[config.mk]
export PLATFORM = sky130hd
export DESIGN_NAME = if_fetch_unit
export DESIGN_NICKNAME = d
export VERILOG_FILES = /design/src/rtl/if_fetch_unit.sv
export SDC_FILE = /design/constraint.sdc
export NUM_CORES = 1
export LEC_CHECK = 0
export ABC_AREA = 1
export CELL_PAD_IN_SITES_DETAIL_PLACEMENT = 0
export CELL_PAD_IN_SITES_GLOBAL_PLACEMENT = 1
export CORE_MARGIN = 5
export CORE_UTILIZATION = 35
export DETAILED_ROUTE_END_ITERATION = 16
export PLACE_DENSITY_LB_ADDON = 0.1
export REMOVE_ABC_BUFFERS = 1
export SYNTH_ARGS = -nofsm -noshare
export SYNTH_HDL_FRONTEND = slang
export SYNTH_SLANG_ARGS = --single-unit
export TNS_END_PERCENT = 50
[constraint.sdc]
create_clock -name clk -period 4.6 [get_ports clk]
set_clock_uncertainty 0.2 [all_clocks]
set_input_delay 1.15 -clock clk [delete_from_list [all_inputs] [get_ports clk]]
set_output_delay 1.15 -clock clk [all_outputs]
set_load 0.01 [all_outputs]
[src/rtl/if_fetch_unit.sv]
// rtl/if_fetch_unit.sv - instruction fetch stage: PC, ROM address, IF/ID register, fault halt
module if_fetch_unit #(
  parameter logic [31:0] RESET_PC    = 32'h0000_0000,
  parameter int          COUNT_WIDTH = 32
) (
  input  logic                   clk,
  input  logic                   rst,
  input  logic                   stall_if,
  input  logic                   stall_id,
  input  logic                   flush_id,
  input  logic                   redirect_en,
  input  logic [31:0]            redirect_pc,
  output logic [31:0]            rom_addr,
  input  logic [31:0]            rom_data,
  output logic [31:0]            id_inst,
  output logic [31:0]            id_pc,
  output logic [31:0]            id_pc_plus4,
  output logic                   id_valid,
  output logic                   fault,
  output logic [31:0]            fault_pc,
  output logic [COUNT_WIDTH-1:0] fetch_count
);

  typedef enum logic {
    ST_RUN  = 1'b0,
    ST_HALT = 1'b1
  } state_t;

  state_t                 state_q, state_d;
  logic [31:0]            pc_q, pc_d;
  logic [31:0]            id_inst_q, id_inst_d;
  logic [31:0]            id_pc_q, id_pc_d;
  logic [31:0]            id_pc_plus4_q, id_pc_plus4_d;
  logic                   id_valid_q, id_valid_d;
  logic                   fault_q, fault_d;
  logic [31:0]            fault_pc_q, fault_pc_d;
  logic [COUNT_WIDTH-1:0] fetch_count_q, fetch_count_d;
  logic [31:0]            pc_plus4;

  assign pc_plus4 = pc_q + 32'd4;

  always_comb begin
    state_d       = state_q;
    pc_d          = pc_q;
    id_inst_d     = id_inst_q;
    id_pc_d       = id_pc_q;
    id_pc_plus4_d = id_pc_plus4_q;
    id_valid_d    = id_valid_q;
    fault_d       = fault_q;
    fault_pc_d    = fault_pc_q;
    fetch_count_d = fetch_count_q;

    // A misaligned redirect parks the fetch unit until reset; the PC is left untouched.
    if (state_q == ST_RUN) begin
      if (redirect_en) begin
        if (redirect_pc[1:0] == 2'b00) begin
          pc_d = redirect_pc;
        end else begin
          fault_d    = 1'b1;
          fault_pc_d = redirect_pc;
          state_d    = ST_HALT;
        end
      end else if (!stall_if) begin
        pc_d = pc_plus4;
      end
    end

    // Bubbles clear inst/valid only; id_pc and id_pc_plus4 keep their last values.
    if (flush_id || redirect_en) begin
      id_inst_d  = 32'd0;
      id_valid_d = 1'b0;
    end else if (!stall_id) begin
      if ((state_q == ST_HALT) || stall_if) begin
        id_inst_d  = 32'd0;
        id_valid_d = 1'b0;
      end else begin
        id_inst_d     = rom_data;
        id_pc_d       = pc_q;
        id_pc_plus4_d = pc_plus4;
        id_valid_d    = 1'b1;
        fetch_count_d = fetch_count_q + {{(COUNT_WIDTH-1){1'b0}}, 1'b1};
      end
    end
  end

  always_ff @(posedge clk) begin
    if (rst) begin
      state_q       <= ST_RUN;
      pc_q          <= RESET_PC;
      id_inst_q     <= 32'd0;
      id_pc_q       <= 32'd0;
      id_pc_plus4_q <= 32'd0;
      id_valid_q    <= 1'b0;
      fault_q       <= 1'b0;
      fault_pc_q    <= 32'd0;
      fetch_count_q <= '0;
    end else begin
      state_q       <= state_d;
      pc_q          <= pc_d;
      id_inst_q     <= id_inst_d;
      id_pc_q       <= id_pc_d;
      id_pc_plus4_q <= id_pc_plus4_d;
      id_valid_q    <= id_valid_d;
      fault_q       <= fault_d;
      fault_pc_q    <= fault_pc_d;
      fetch_count_q <= fetch_count_d;
    end
  end

  assign rom_addr    = {2'b00, pc_q[31:2]};
  assign id_inst     = id_inst_q;
  assign id_pc       = id_pc_q;
  assign id_pc_plus4 = id_pc_plus4_q;
  assign id_valid    = id_valid_q;
  assign fault       = fault_q;
  assign fault_pc    = fault_pc_q;
  assign fetch_count = fetch_count_q;

endmodule
# Word-level counts from Yosys, hierarchy flattened
# Index checks and enable logic that the tools add are counted.
[word_totals] out_inout_bits=194 ff_bits=195 word_cells=33
[op_classes] bitwise=5 muxes=8 reduce_logical=7 n_eq_ne=2 addsub=2
[op_table] cell="$mux W32" n=4
[op_table] cell="$add A32 B1 Y32 const B" n=1
[op_table] cell="$add A32 B3 Y32 const B" n=1
[op_table] cell="$reduce_and A3 Y1" n=3
[op_table] cell="$not A1 Y1" n=5
[op_table] cell="$mux W1" n=4
[op_table] cell="$ne A2 B1 Y1 const B" n=2
[op_table] cell="$logic_not A2 Y1" n=1
[op_table] cell="$logic_or A1 B1 Y1" n=2
[op_table] cell="$reduce_or A2 Y1" n=1

# Logic depth before layout (Yosys ltp)
[depth] word_depth=4 depth_mapped=10 depth_no_buf=10

# Worst setup path after synthesis
# No wires, ideal clock.
[synth_timing] path_kind="input-to-reg" start="input redirect_en" end="register fetch_count_q[25] (netlist: fetch_count[25])" stages=10 setup_ns=0.115 arrival_ns=2.159 slack_ns=2.126 cell_sequence="buf_2 -> nor2_4 -> inv_2 -> nor2_4 -> buf_6 -> nand4_4 -> nor2_4 -> nand3_1 -> nand2_1 -> nor2_1"
[synth_via] elab_chain_len=3
[synth_lines] item="start, declared" line_no="11" rtl="input logic redirect_en,"
[synth_lines] item="$logic_or A1 B1 Y1" line_no="69" rtl="if (flush_id || redirect_en) begin"
[synth_lines] item="$not A1 Y1 (no source line)"
[synth_lines] item="$reduce_and A3 Y1 (no source line)"
[synth_lines] item="end signal, assigned" line_no="106" rtl="fetch_count_q <= fetch_count_d;"
[synth_lines] item="end, declared" line_no="37" rtl="logic [COUNT_WIDTH-1:0] fetch_count_q, fetch_count_d;"
# Every way passes these cells.
# A chain may end at the register's enable or synchronous reset.

# Final worst setup path
[layout_timing] start="register pc_q[16]" end="output rom_addr[14]"
[layout_lines] item="start, declared" line_no="30" rtl="logic [31:0] pc_q, pc_d;"
[layout_lines] item="start signal, assigned" line_no="99" rtl="pc_q <= pc_d;"
[layout_lines] item="end, declared" line_no="13" rtl="output logic [31:0] rom_addr,"
# No word-level cell between the ends.

==> impl_metrics.json <==
{
  "status": "completed",
  "first_pass_iters": 6,
  "switching_power_mw": 1.052,
  "cp.required_ns": 3.25,
  "synth_top_area_share_pct": 44.55,
  "drv_cap": 0,
  "final_nets": 1532,
  "critPathArrivalTime_ns": 1.58,
  "vias": 8608,
  "hp-class": "flip-flop to flip-flop",
  "fill_cells": 2515,
  "dp_slack_ns": 1.246,
  "cts_buffers": 17,
  "finalCritPeriodShare_pct": 63.62,
  "ys_ff_latch": 193,
  "htreeDepth": 4,
  "drc_errors": 0,
  "rows": 57,
  "worst_slack_ns": 1.674,
  "ioPinCount": 264,
  "path_cells": "clkdlybuf4s50_1",
  "antenna_left": 0,
  "post-dp-hpwl_mm": 20.33,
  "cts_root_buf": "clkbuf_16",
  "cp_slowest_cell": "clkdlybuf4s50_1",
  "totalWireLength_mm": 29.53,
  "power_switching_share_pct": 27.61,
  "reg2reg_to": "id_pc_plus4[26]",
  "rrSetupSlack_ns": 2.61,
  "grt_pass1_vias": 8471,
  "clk_latency_ns": 0.44,
  "total_power_mw": 3.811,
  "postSynthAreaPerCell_um2": 7.039,
  "worstMarginPinSlew_ns": 0.6874,
  "area_growth_pct": 39.45,
  "wl_per_cell_um": 16.41,
  "gp_congestion": 0.8181,
  "critPathCaptureType": "primary output",
  "yosysTopAreaCell": "dfxtp_1",
  "antenna_found_initial": 1,
  "drv_slew": 0,
  "fin_crit_ns": 2.926,
  "die-area_um2": 28030,
  "crit_type": "flip-flop to primary output",
  "report.final.hold_viol_count": 0,
  "hold_path_end": "id_inst[0]",
  "pwr-share-clk_pct": 40.3,
  "internal_power_mw": 2.759,
  "drive_gt1_share_pct": 5.771,
  "global_route.overflow_total": 0,
  "post_cts_resized": 0,
  "synth_area_leaders": "dfxtp_1, nand2_1, a21oi_1",
  "coreArea_um2": 24390,
  "crit_start": "pc_q[16]",
  "ff2ff_path_depth": 10,
  "synth_seq_area_share_pct": 44.55,
  "cts_num_sinks": 193,
  "drt-vias-per-instance": 4.785,
  "die_height_um": 167.4,
  "pwr-share-comb_pct": 12.5,
  "maxSlewHeadroom_pct": 54.12,
  "layout_commonest_cell": "nand2_1",
  "portBuffers": 261,
  "reg2reg_from": "pc_q[3]",
  "clk_pin_slew_worst_paths_ns": 0.08,
  "grt.total_usage_pct": 20.73,
  "power_density_nw_per_um2": 315.1,
  "grt_max_degree": 83,
  "critPathBufInv": 1,
  "final_util_pct": 49.58,
  "grt_pass1_wl_mm": 47.40,
  "start_kind": "flip-flop",
  "critical-path-top-delay-family": "buffers and inverters",
  "max_stage_delay_ns": 0.65,
  "crit_fanout": 6,
  "min_from": "id_inst[0]",
  "yosys_warnings": 0,
  "clk_path_buf_depth": 2,
  "synth_area_um2": 8672,
  "leakagePower_nw": 4.508,
  "syn_inst": 1232,
  "mostFrequentLayoutCells": "nand2_1, clkdlybuf4s50_1, dfxtp_1",
  "die-width_um": 167.4,
  "tns_ns": 0,
  "drtIter0Drc": 508,
  "max_freq_mhz": 341.7,
  "setup_violations": 0,
  "ctsHoldBuffers": 0,
  "vdd_drop_max_mv": 0.1881,
  "synth_cell_types": 39,
  "rsz0062_at_grt": "no",
  "post-cts-setup-buffers": 0,
  "initial_core_util_pct": 35.55,
  "sequentialPowerShare_pct": 47.2,
  "whs_path_depth": 2,
  "cts_tree": "yes"
}
[power by group through the flow]
stage / sequential, mW / clock (mW) / combinational (mW)
floorplan: 1.85 / 0 / 0.165
global placement: 1.84 / 0 / 0.479
detailed placement: 1.84 / 0 / 0.479
CTS: 1.80 / 1.57 / 0.482
global route: 1.81 / 1.65 / 0.525
finish: 1.80 / 1.53 / 0.476
[layer usage]
layer  part of all wire (%)  GRT usage [%]  wire [um]
met3                    6.7          5.846       1966
met2                     46          33.89      13520
met5                      0              0          0
met1                     46          27.07      13610
met4                    1.4          5.434        428
[synth_stat cells (all sizes together)]
library cell and count:
buf 26, clkbuf 41, ha 2, o21a 2
nor2 181, nand2 310, nand4 13, dfxtp 193
a21oi 147, nand3b 6, conb 1, o211ai 1
nor3 4, inv 90, nor3b 3, a21o 2
xnor2 7, a211oi 1, or2 1, nand3 65
and2 1, xor2 10, o21bai 20, o21ai 105
[logic make-up after synthesis]
group | share of synthesized area [%]
simple gates | 28.97
other cells | 0.04324
fa+ha+maj | 0.2885
compound gates | 16.79
buf+inv | 7.546
flops | 44.55
xor+xnor | 1.804
[final cells by class]
class / instances / area [um^2] / share of cell area, %
well taps: 324 / 405.4 / 3.352
clock inverters: 12 / 142.6 / 1.180
diodes: 2 / 5.005 / 0.04139
flip-flops and latches: 193 / 3864 / 31.95
multi-input cells: 883 / 4160 / 34.40
repair buffers: 275 / 2720 / 22.49
inverters: 90 / 339.1 / 2.804
clock buffers: 20 / 456.7 / 3.777
[how the worst max path moves through the flow]
stage / end / slack, ns / cells past startpoint
floorplan: id_inst[0] / 0.89 / 3
detailed placement: pc_q[17] / 1.25 / 9
global placement: id_pc_plus4[24] / 1.28 / 8
global route: fetch_count[18] / 1.52 / 7
finish: rom_addr[14] / 1.67 / 1
CTS: rom_addr[15] / 1.64 / 1
[through the flow]
| stage | area, um^2 | hold WS [ns] | cells |
|---|---|---|---|
| after floorplan | 8359 | 0.2324 | 1166 |
| after global placement | 11490 | 0.2440 | 1765 |
| after detailed placement | 11490 | 0.2515 | 1765 |
| after CTS | 12090 | 0.2633 | 1797 |
| after global routing | 12090 | 0.2841 | 1798 |
| final | 12090 | 0.2636 | 1799 |
[flip-flops by register name, summed over array words and instances (netlist names)]
name and flops:
fault_pc 32, fetch_count 32, id_inst 32, id_pc 32, pc_q 32, id_pc_plus4 30, fault 1, id_valid 1
state_q 1
Power figures use the tool's default switching activity.
